$ cat config.mk
export PLATFORM = sky130hd
export DESIGN_NAME = uart_tx_arbiter
export DESIGN_NICKNAME = d
export VERILOG_FILES = /design/src/rtl/uart_tx_arbiter_pkg.sv /design/src/rtl/uart_tx_arbiter_rr_pick.sv /design/src/rtl/uart_tx_arbiter.sv
export SDC_FILE = /design/constraint.sdc
export NUM_CORES = 1
export LEC_CHECK = 0
export ABC_AREA = 1
export BUFFER_PORTS_ARGS = -buffer_cell sky130_fd_sc_hd__buf_4
export CAP_MARGIN = 20
export CELL_PAD_IN_SITES_DETAIL_PLACEMENT = 1
export CELL_PAD_IN_SITES_GLOBAL_PLACEMENT = 1
export CORE_ASPECT_RATIO = 1.5
export CORE_UTILIZATION = 30
export DETAILED_ROUTE_END_ITERATION = 8
export GPL_ROUTABILITY_DRIVEN = 0
export HOLD_SLACK_MARGIN = 0.06
export PLACE_DENSITY_LB_ADDON = 0.1
export SLEW_MARGIN = 10
export SYNTH_ARGS = -nofsm -noshare
export SYNTH_HDL_FRONTEND = slang
export SYNTH_SLANG_ARGS = --single-unit
$ cat constraint.sdc
create_clock -name clk -period 2 [get_ports clk]
set_clock_uncertainty 0.05 [all_clocks]
set_input_delay 0.4 -clock clk [delete_from_list [all_inputs] [get_ports clk]]
set_output_delay 0.4 -clock clk [all_outputs]
set_load 0.02 [all_outputs]
$ cat src/rtl/uart_tx_arbiter_pkg.sv
// Shared definitions for the uart_tx arbiter and its helpers.
// Sits next to the existing baud defaults of the uart block.
package uart_tx_arbiter_pkg;

  typedef enum logic [1:0] {
    IDLE      = 2'b00,
    WAIT_LOW  = 2'b01,
    WAIT_HIGH = 2'b10
  } arb_state_t;

  localparam int MAX_BURST_DEF = 16;
  localparam int ACCEPT_TO_DEF = 4;

  localparam int CLK_HZ_DEF   = 50_000_000;
  localparam int BAUD_DEF     = 115_200;
  localparam int BAUD_DIV_DEF = CLK_HZ_DEF / BAUD_DEF;

endpackage

$ cat src/rtl/uart_tx_arbiter_rr_pick.sv
// Combinational round-robin picker: first set req bit at or after ptr.
// Shared by the tx arbiter and a future rx-side dispatcher.
module uart_tx_arbiter_rr_pick #(
  parameter int NREQ = 4,
  parameter int IW   = 2
) (
  input  logic [NREQ-1:0] req,
  input  logic [IW-1:0]   ptr,
  output logic [IW-1:0]   sel,
  output logic            any
);

  always_comb begin : pick
    int idx;
    idx = 0;
    sel = '0;
    any = |req;
    // Walk from the far end so the entry nearest ptr wins.
    for (int i = NREQ - 1; i >= 0; i--) begin
      idx = int'(ptr) + i;
      if (idx >= NREQ) idx = idx - NREQ;
      if (req[idx]) sel = IW'(idx);
    end
  end

endmodule

$ cat src/rtl/uart_tx_arbiter.sv
// Round-robin arbiter with burst lock in front of one uart_tx.
// Owners keep the serializer for up to MAX_BURST consecutive bytes.
module uart_tx_arbiter
  import uart_tx_arbiter_pkg::*;
#(
  parameter int NREQ      = 4,
  parameter int IW        = 2,
  parameter int MAX_BURST = MAX_BURST_DEF,
  parameter int ACCEPT_TO = ACCEPT_TO_DEF
) (
  input  logic              clk,
  input  logic              rstn,
  input  logic [NREQ-1:0]   i_req,
  input  logic [8*NREQ-1:0] i_data,
  output logic [NREQ-1:0]   o_ack,
  output logic              o_tx_start,
  output logic [7:0]        o_tx_data,
  input  logic              i_tx_ready,
  output logic              o_busy,
  output logic [IW-1:0]     o_owner
);

  localparam int TW = $clog2(ACCEPT_TO);

  arb_state_t      state, state_nx;
  logic [IW-1:0]   ptr, ptr_nx;
  logic [IW-1:0]   pick, idx, owner_nx;
  logic            any, issue;
  logic [7:0]      burst, burst_nx;
  logic [TW-1:0]   to_cnt, to_nx;
  logic [7:0]      data_nx;
  logic [NREQ-1:0] ack_nx;
  logic            start_nx;
  logic [7:0]      bytes [NREQ];

  for (genvar k = 0; k < NREQ; k++) begin : g_unpack
    assign bytes[k] = i_data[8*k +: 8];
  end

  uart_tx_arbiter_rr_pick #(
    .NREQ (NREQ),
    .IW   (IW)
  ) u_pick (
    .req (i_req),
    .ptr (ptr),
    .sel (pick),
    .any (any)
  );

  assign o_busy = (state != IDLE);

  always_comb begin
    state_nx = state;
    ptr_nx   = ptr;
    burst_nx = burst;
    to_nx    = to_cnt;
    owner_nx = o_owner;
    data_nx  = o_tx_data;
    ack_nx   = '0;
    start_nx = 1'b0;
    issue    = 1'b0;
    idx      = pick;
    unique case (state)
      IDLE: begin
        if (any && i_tx_ready) begin
          issue    = 1'b1;
          idx      = pick;
          burst_nx = 8'd1;
        end
      end
      WAIT_LOW: begin
        to_nx = to_cnt + 1'b1;
        // A uart_tx that never drops ready still counts as accepted.
        if (!i_tx_ready || to_cnt == TW'(ACCEPT_TO - 1))
          state_nx = WAIT_HIGH;
      end
      WAIT_HIGH: begin
        if (i_tx_ready) begin
          if (i_req[o_owner] && burst < 8'(MAX_BURST)) begin
            issue    = 1'b1;
            idx      = o_owner;
            burst_nx = burst + 8'd1;
          end else begin
            ptr_nx   = (o_owner == IW'(NREQ - 1)) ? '0 : o_owner + 1'b1;
            burst_nx = '0;
            state_nx = IDLE;
          end
        end
      end
      default: state_nx = IDLE;
    endcase
    if (issue) begin
      state_nx = WAIT_LOW;
      to_nx    = '0;
      start_nx = 1'b1;
      owner_nx = idx;
      data_nx  = bytes[idx];
      ack_nx   = NREQ'(1) << idx;
    end
  end

  always_ff @(posedge clk or negedge rstn) begin
    if (!rstn) begin
      state      <= IDLE;
      ptr        <= '0;
      burst      <= '0;
      to_cnt     <= '0;
      o_owner    <= '0;
      o_tx_data  <= '0;
      o_ack      <= '0;
      o_tx_start <= 1'b0;
    end else begin
      state      <= state_nx;
      ptr        <= ptr_nx;
      burst      <= burst_nx;
      to_cnt     <= to_nx;
      o_owner    <= owner_nx;
      o_tx_data  <= data_nx;
      o_ack      <= ack_nx;
      o_tx_start <= start_nx;
    end
  end

endmodule

==> results of run 1 <==
## cell type report
cell class	count	area [um^2]	area share, %
Inverter	50	193	7.42
Clock inverter	3	17.5	0.674
Clock buffer	5	68.8	2.65
Tap cell	74	92.6	3.56
Timing Repair Buffer	77	581	22.4
Multi-Input combinational cell	167	918	35.4
Sequential cell	29	727	28.0
## routing by layer
| metal | global-route usage (%) | vias to the layer above | share of wire [%] |
|---|---|---|---|
| met3 | 2.78 | 7 | 3.3 |
| met1 | 19.4 | 872 | 39 |
| met4 | 6.55 | 0 | 1.6 |
| li1 | - | 931 | - |
| met2 | 30.8 | 40 | 56 |
| met5 | 0 | - | 0 |
## power breakdown
group	total [mW]	switching (mW)	internal, mW
sequential	0.996	0.182	0.814
clock	0.494	0.254	0.240
combinational	2.62	1.53	1.09
total	4.11	1.97	2.15
## registers in the layout, indices dropped and copies added, names as in the netlist
signal and count:
o_tx_data 8, state 2, to_cnt 2, burst 8
o_tx_start 1, ptr 2, o_ack 4, o_owner 2
## cells by family (layout without fill, tap and decap cells)
logic type	Yosys count	in the layout
compound gates	18	18
flops	29	29
fa+ha+maj	3	3
simple gates	144	144
xor+xnor	2	2
buf+inv	55	135
## what timing repair did
action | 4_1_cts | 5_1_grt
gates cloned | 0 | 0
setup endpoints to repair | 1 | 10
gates resized for setup | 1 | 2
hold buffers | 1 | 0
buffers inserted | 0 | 3
endpoints found under the hold margin | 29 | 0
pin swaps | 0 | 1
## worst max-delay path: cells and delay by family, from the launching register on
family                 cells  cell delay [ns]
buffers and inverters      1             0.09
flip-flops                 1             0.49
AND/OR/NAND/NOR           10             1.08
## cell usage in the layout, fill, tap and decap left out, types with 3 or more instances in the layout
cell and instances:
sky130_fd_sc_hd__or2_0 5, sky130_fd_sc_hd__nand2_4 4, sky130_fd_sc_hd__nor2_1 22, sky130_fd_sc_hd__ha_1 3
sky130_fd_sc_hd__o21ai_1 4, sky130_fd_sc_hd__inv_2 7, sky130_fd_sc_hd__clkbuf_8 5, sky130_fd_sc_hd__nand3_2 3
sky130_fd_sc_hd__a21oi_1 5, sky130_fd_sc_hd__dfrtp_1 28, sky130_fd_sc_hd__nand2_2 6, sky130_fd_sc_hd__o21ai_0 3
sky130_fd_sc_hd__inv_1 41, sky130_fd_sc_hd__nand2_1 52, sky130_fd_sc_hd__or2_1 5, sky130_fd_sc_hd__nand3_1 36
sky130_fd_sc_hd__buf_4 76
## stage by stage
stage,std cells,TNS [ns],setup slack (ns)
floorplan,251,0,0.216
global placement,393,0,0.0510
detailed placement,393,-0.0128,-0.00667
CTS,402,0,0.0872
global route,405,-0.00149,-0.00149
finish,405,0,0.158
## worst paths after layout
kind	start	endpoint	slack [ns]	depth (start not counted)
hold reg to reg	o_tx_data[2]	o_tx_data[2]	0.44	2
hold / removal	i_tx_ready	state[1]	0.27	2
setup reg to reg	ptr[0]	o_tx_data[3]	0.16	11
max in group asynchronous	rstn	ptr[0]	1.07	2
min in group asynchronous	rstn	burst[7]	0.52	2
setup / recovery	ptr[0]	o_tx_data[3]	0.16	11
==> qor_table.md, run 1 <==
| Item | Value |
|---|---|
| Worst setup EP type | flip-flop |
| Die span in y | 99 um |
| Final hold violation count | 0 |
| Clock network latency to the later pin of the worst-skew pair | 0.29 ns |
| Estimated wirelength of the detail-placed design | 4000 um |
| Worst Max-Slew Pin Slew | 0.378 ns |
| Total number of nets in the final design | 372 |
| Timing-limited maximum frequency | 543 MHz |
| Portion of the clock cycle consumed by the worst path in the final layout | 92.1% |
| CTS H-Tree Depth | 2 |
| Count of vias placed by the detailed router | 1850 |
| Post-route core utilization | 42.7% |
| Kind of critical path | flip-flop to flip-flop |
| Run status | completed |
| Distinct cell type count after synthesis | 33 |
| Setup crit start kind | flip-flop |
| Clock tree from TritonCTS | built |
| PD cells | 1580 nW/um^2 |
| Slowest-stage cell, CP | sky130_fd_sc_hd__dfrtp_2 |
| Core Rows | 35 |
| Post-Synthesis Cell Area | 1880 um^2 |
| Largest stage delay on the critical path | 0.49 ns |
| Leakage power of the design | 1.44 nW |
| Count of yosys warnings during synthesis | 0 |
| Wire length of the first global-routing pass | 8500 um |
| Global-route total usage across every layer | 17.1% |
| Count of boundary I/O pins | 55 |
| RSZ-0062 raised after global routing | true |
| Post-layout min period | 1.84 ns |
| Core ar. | 6090 um^2 |
| Largest buffer count on any clock path | 2 |
| Synthesized flop and latch total | 29 |
| Number of instances in the synthesized netlist | 251 |
| Worst min-delay path class | primary input to flip-flop |
| Compound-gate portion of the synthesized area | 5.72% |
| Largest family of logic cells by synthesized area | simple AND/OR/NAND/NOR gates |
| Largest net degree at the start of global routing | 30 |
| Total count of max-transition violations in the final report | 0 |
| Area share of and/or/nand/nor cells after synthesis | 39.4% |
| Number of vias per cell | 4.57 |
| Mean instance size in the synthesized netlist | 7.50 um^2 |
| Post-synth ARST share | 100% |
| Xor and xnor fraction of the mapped netlist area | 0.931% |
| ANT nets after route | 0 |
| Post-synthesis sequential area ratio | 38.6% |
| CTS clk-pin slew, worst paths | 0.07 ns |
| Most common library cells after synthesis | 52 x sky130_fd_sc_hd__nand2_1, 41 x sky130_fd_sc_hd__inv_1, 36 x sky130_fd_sc_hd__nand3_1 |
| Number of maximum-capacitance violations | 0 |
| Initial cell density of the core | 30.9% |
| Cell type with the highest occurrence count on the critical path | sky130_fd_sc_hd__nand3_1 |
| Largest cells by area after synthesis | sky130_fd_sc_hd__dfrtp_1 39%, sky130_fd_sc_hd__nand2_1 10%, sky130_fd_sc_hd__nand3_1 9.6%, sky130_fd_sc_hd__inv_1 8.2%, sky130_fd_sc_hd__nor2_1 4.4% |
| Routed length per instance | 12.5 um |
| Remaining routing DRC violations | 0 |
| Multiplexer fraction of the synthesized cell area | 0% |
| Chain of cells forming the critical path | inv_4 -> nand2_1 -> nand3_1 -> nand2_1 -> nand3_2 -> nand3_1 -> nand3_4 -> nand2_8 -> or2_1 -> nand3_1 -> nand3_1 |
| Post-DP Area | 2460 um^2 |
| Synth Net Count | 293 |
| Drt first-iter violations | 61 |
| Area growth, synth to finish | 38.0% |
| Horizontal die dimension | 66.7 um |
| Library cell occupying the most area in the post-synthesis netlist | sky130_fd_sc_hd__dfrtp_1 |
| Antenna violations before repair | 0 |
| Number of detailed-route iterations in the first pass | 4 |
| Number of enable-type register cells in the synthesized netlist | 0 |
| Number of fill cells in the layout | 788 |
| Predominant post-synthesis flop cell | sky130_fd_sc_hd__dfrtp_1 |
| Congestion Overflow GR | 0 |
| Adder and majority cell fraction of the synthesized area | 1.99% |
| Headroom to the max-slew limit | 74.8% |
| Post-Layout Inst Area | 2600 um^2 |
| Worst path arrival time | 1.96 ns |
| Antenna cells | 0 |
| Total power | 4.11 mW |
| Ratio of cells with drive above 1 in the final layout | 35.0% |
| Setup violations, final | 0 |
| Vias in the first global route | 1890 |
| Inserted Clock Buffers | 5 |
| Most frequent cell after synthesis | sky130_fd_sc_hd__nand2_1 |
| Clock Sink Count | 29 |
| Count of buffers from port buffering | 54 |
| Crit Path Max Fanout | 29 |
| Area share of the largest cell type after synthesis | 38.6% |
| Hold slack final | 0.267 ns |
| Aggregate routed wire length | 5050 um |
| Worst vdd ir | 0.000605 V |
| Clock root buffer | sky130_fd_sc_hd__clkbuf_8 |
| Area of the die | 6600 um^2 |
| Req. time, crit path | 2.12 ns |
(Power assumes the default switching activity.)
==> inputs of run 2 (changes only) <==
--- a/config.mk
+++ b/config.mk
@@ -10,7 +10,7 @@
 export CAP_MARGIN = 20
 export CELL_PAD_IN_SITES_DETAIL_PLACEMENT = 1
 export CELL_PAD_IN_SITES_GLOBAL_PLACEMENT = 1
-export CORE_ASPECT_RATIO = 1.5
+export CORE_ASPECT_RATIO = 1.2
 export CORE_UTILIZATION = 30
 export DETAILED_ROUTE_END_ITERATION = 8
 export GPL_ROUTABILITY_DRIVEN = 0
@@ -19,4 +19,5 @@
 export SLEW_MARGIN = 10
 export SYNTH_ARGS = -nofsm -noshare
 export SYNTH_HDL_FRONTEND = slang
+export SYNTH_HIERARCHICAL = 1
 export SYNTH_SLANG_ARGS = --single-unit
==> run 2 against run 1 <==
Compared with the run above: die area rose by 7.2%; sequential share of layout area fell by 3.0 points; flip-flop and latch count did not move; wire length rose by 21%; register-to-register slack got worse by 0.03 ns; synthesized area rose by 7.5%; fmax fell by 1.6%; worst hold slack improved by 0.11 ns; clock power fell by 5.9%; final cell count rose by 12%; non-clock buffer count rose by 1; critical path depth rose by 6; largest power group unchanged; highest routed layer unchanged.
==> qor_table.md, run 2 <==
| Item | Value | vs previous |
|---|---|---|
| Commonest non-fill, non-tap cell in the layout | sky130_fd_sc_hd__buf_4 |  |
| Area growth, synth to finish | 44.0% |  |
| Kind of critical path | flip-flop to flip-flop |  |
| Remaining routing DRC violations | 0 | unchanged |
| Number of detailed-route iterations in the first pass | 4 | unchanged |
| Largest buffer count on any clock path | 2 | unchanged |
| Portion of the clock cycle consumed by the worst path in the final layout | 93.6% | +1.5 points |
| Die span in y | 92.0 um | -7.1% |
| Area share of the largest cell type after synthesis | 35.9% | -2.7 points |
| Drt first-iter violations | 47 | -23% |
| Congestion Overflow GR | 0 | unchanged |
| Post-Synthesis Cell Area | 2020 um^2 | +7.5% |
| Clock root buffer | sky130_fd_sc_hd__clkbuf_8 |  |
| Worst Max-Slew Pin Slew | 0.376 ns | -0.00203 ns |
| Ratio of cells with drive above 1 in the final layout | 37.1% | +2.0 points |
| Setup violations, final | 0 | unchanged |
| Setup crit start kind | flip-flop |  |
| Clock Sink Count | 29 | unchanged |
| Aggregate routed wire length | 6110 um | +21% |
| CTS clk-pin slew, worst paths | 0.07 ns | about the same |
| RSZ-0062 raised after global routing | true |  |
| Number of maximum-capacitance violations | 0 | unchanged |
| Post-synthesis sequential area ratio | 35.9% | -2.7 points |
| Most frequent cell after synthesis | sky130_fd_sc_hd__nand2_1 |  |
| Distinct cell type count after synthesis | 31 | -6.1% |
| Clock tree from TritonCTS | built |  |
| Post-synth ARST share | 100% | unchanged |
| Crit Path Max Fanout | 8 | -72% |
| Number of instances in the synthesized netlist | 284 | +13% |
| Count of vias placed by the detailed router | 2147 | +16% |
| Predominant post-synthesis flop cell | sky130_fd_sc_hd__dfrtp_1 |  |
| Mean instance size in the synthesized netlist | 7.12 um^2 | -5.0% |
| Library cell occupying the most area in the post-synthesis netlist | sky130_fd_sc_hd__dfrtp_1 |  |
| Number of vias per cell | 4.75 | +4.0% |
| Placed Instances | 433 | +10% |
| Antenna violations before repair | 0 | unchanged |
| Largest registers | burst x8, o_tx_data x8, o_ack x4 |  |
| Worst path arrival time | 2.00 ns | +0.04 ns |
| Estimated wirelength of the detail-placed design | 4560 um | +14% |
| CTS H-Tree Depth | 2 | unchanged |
| Post-route core utilization | 44.9% | +2.2 points |
| Req. time, crit path | 2.13 ns | about the same |
| Post-layout min period | 1.87 ns | +0.0290 ns |
| Worst min-delay path class | primary input to flip-flop |  |
| Core Rows | 32 | -8.6% |
| Global-route total usage across every layer | 17.8% | +0.70 points |
| Vias in the first global route | 2075 | +9.8% |
| Clock network latency to the later pin of the worst-skew pair | 0.29 ns | about the same |
| Core ar. | 6490 um^2 | +6.6% |
| Initial cell density of the core | 31.2% | +0.28 points |
| Inserted Clock Buffers | 5 | unchanged |
| Non-filler instance count after layout | 452 | +12% |
| Number of enable-type register cells in the synthesized netlist | 0 | unchanged |
| Wire length of the first global-routing pass | 9820 um | +16% |
| Timing-limited maximum frequency | 534 MHz | -1.6% |
| Worst vdd ir | 0.000661 V | +9.3% |
| ANT nets after route | 0 | unchanged |
| DP Worst Slack | -0.0591 ns | -0.0524 ns |
| Largest cells by area after synthesis | sky130_fd_sc_hd__dfrtp_1 36%, sky130_fd_sc_hd__nand2_1 16%, sky130_fd_sc_hd__nand3_1 12%, sky130_fd_sc_hd__inv_1 8.7%, sky130_fd_sc_hd__nand3b_1 3.0% |  |
| PD cells | 1610 nW/um^2 | +1.9% |
| Synthesized flop and latch total | 29 | unchanged |
| Count of buffers from port buffering | 54 | unchanged |
| Crit path setup slack, layout | 0.129 ns | -0.0290 ns |
| Total count of max-transition violations in the final report | 0 | unchanged |
| Run status | completed |  |
| Horizontal die dimension | 77.0 um | +15% |
| Worst setup EP type | flip-flop |  |
| Synth Net Count | 326 | +11% |
| Leading cell types in the layout, fill and taps excluded | 73 x sky130_fd_sc_hd__buf_4, 72 x sky130_fd_sc_hd__nand2_1, 45 x sky130_fd_sc_hd__nand3_1 |  |
| Most common library cells after synthesis | 84 x sky130_fd_sc_hd__nand2_1, 50 x sky130_fd_sc_hd__nand3_1, 47 x sky130_fd_sc_hd__inv_1 |  |
| Number of fill cells in the layout | 856 | +8.6% |
| Hold slack final | 0.382 ns | +0.115 ns |
| Leakage power of the design | 1.61 nW | +11% |
| Count of boundary I/O pins | 55 | unchanged |
| Area of the die | 7080 um^2 | +7.2% |
| Antenna cells | 0 | unchanged |
| Largest net degree at the start of global routing | 30 | unchanged |
| Routed length per instance | 13.5 um | +8.4% |
| Final hold violation count | 0 | unchanged |
| Count of yosys warnings during synthesis | 6 | +6 |
| Headroom to the max-slew limit | 74.9% | +0.14 points |
| Total number of nets in the final design | 408 | +9.7% |
run 2: cell count changes after synthesis, moves of 5 or more:
cell | before | now
sky130_fd_sc_hd__inv_1 | 41 | 47
sky130_fd_sc_hd__nand2_1 | 52 | 84
sky130_fd_sc_hd__or2_0 | 5 | 0
sky130_fd_sc_hd__nand3b_1 | 0 | 8
sky130_fd_sc_hd__or2_1 | 5 | 0
sky130_fd_sc_hd__nand3_1 | 36 | 50
sky130_fd_sc_hd__nor2_1 | 22 | 16
run 2: cells by family after synthesis:
group | Yosys count | synth area share [%]
simple gates | 179 | 44.3
buf+inv | 58 | 12.9
flops | 29 | 35.9
compound gates | 13 | 4.21
fa+ha+maj | 3 | 1.86
xor+xnor | 2 | 0.866
run 2: metal layers:
metal	track usage, %	part of all wire (%)
met5	0	0
met4	4.65	2.1
met3	5.17	3.7
met2	30.1	51
met1	21.9	43
run 2: power breakdown:
group	internal (mW)	total, mW	switching, mW	leakage, nW
Clock	0.240	0.465	0.224	0.0450
Combinational	1.27	3.25	1.98	1.19
Sequential	0.808	0.986	0.178	0.374
run 2: worst paths after layout:
check | start | to | slack, ns | cells past startpoint
worst min register to register | burst[7] | burst[7] | 0.44 | 2
worst max register to register | ptr[0] | o_tx_data[6] | 0.13 | 17
worst min-delay path | i_tx_ready | state[0] | 0.38 | 3
worst max-delay path | ptr[0] | o_tx_data[6] | 0.13 | 17
min in group asynchronous | rstn | o_ack[2] | 0.53 | 2
max in group asynchronous | rstn | ptr[0] | 1.07 | 2
run 2: repair_timing:
| action | in CTS | in global routing |
|---|---|---|
| buffers inserted | 0 | 6 |
| setup endpoints to repair | 8 | 13 |
| resized for setup | 2 | 36 |
| pin swaps | 1 | 21 |
| gates cloned | 0 | 4 |
| endpoints found under the hold margin | 29 | 0 |
| hold buffers | 1 | 0 |
run 2: critical path, cell delays in order (launching register included):
cell and delay, ns:
sky130_fd_sc_hd__dfrtp_2 0.45, sky130_fd_sc_hd__buf_6 0.13, sky130_fd_sc_hd__nand2_1 0.07, sky130_fd_sc_hd__nand2_2 0.07, sky130_fd_sc_hd__nand2_2 0.07, sky130_fd_sc_hd__nand2_2 0.06, sky130_fd_sc_hd__nand2_2 0.07, sky130_fd_sc_hd__nand2_1 0.05
sky130_fd_sc_hd__nand2_1 0.07, sky130_fd_sc_hd__nand2_2 0.07, sky130_fd_sc_hd__clkinv_4 0.10, sky130_fd_sc_hd__inv_8 0.06, sky130_fd_sc_hd__nand2_8 0.09, sky130_fd_sc_hd__nand3_1 0.08, sky130_fd_sc_hd__nand3_1 0.09, sky130_fd_sc_hd__nand2_1 0.08
sky130_fd_sc_hd__nand2_1 0.07, sky130_fd_sc_hd__nand2_1 0.04
run 2: final cells by class:
| type | count | area (um^2) | area share, % |
|---|---|---|---|
| well taps | 85 | 106 | 3.65 |
| repair buffers | 78 | 621 | 21.3 |
| inverters | 51 | 206 | 7.09 |
| clock inverters | 2 | 10.0 | 0.344 |
| flip-flops and latches | 29 | 728 | 25.0 |
| multi-input cells | 201 | 1170 | 40.1 |
| clock buffers | 6 | 72.6 | 2.49 |
run 2: stage by stage:
step	power [mW]	instance area [um^2]	setup TNS, ns
after floorplan	2.88	2020	0
after global placement	3.66	2620	-0.0366
after detailed placement	3.71	2620	-0.201
after CTS	4.22	2720	0
after global routing	5.15	2910	-0.246
final	4.70	2910	0
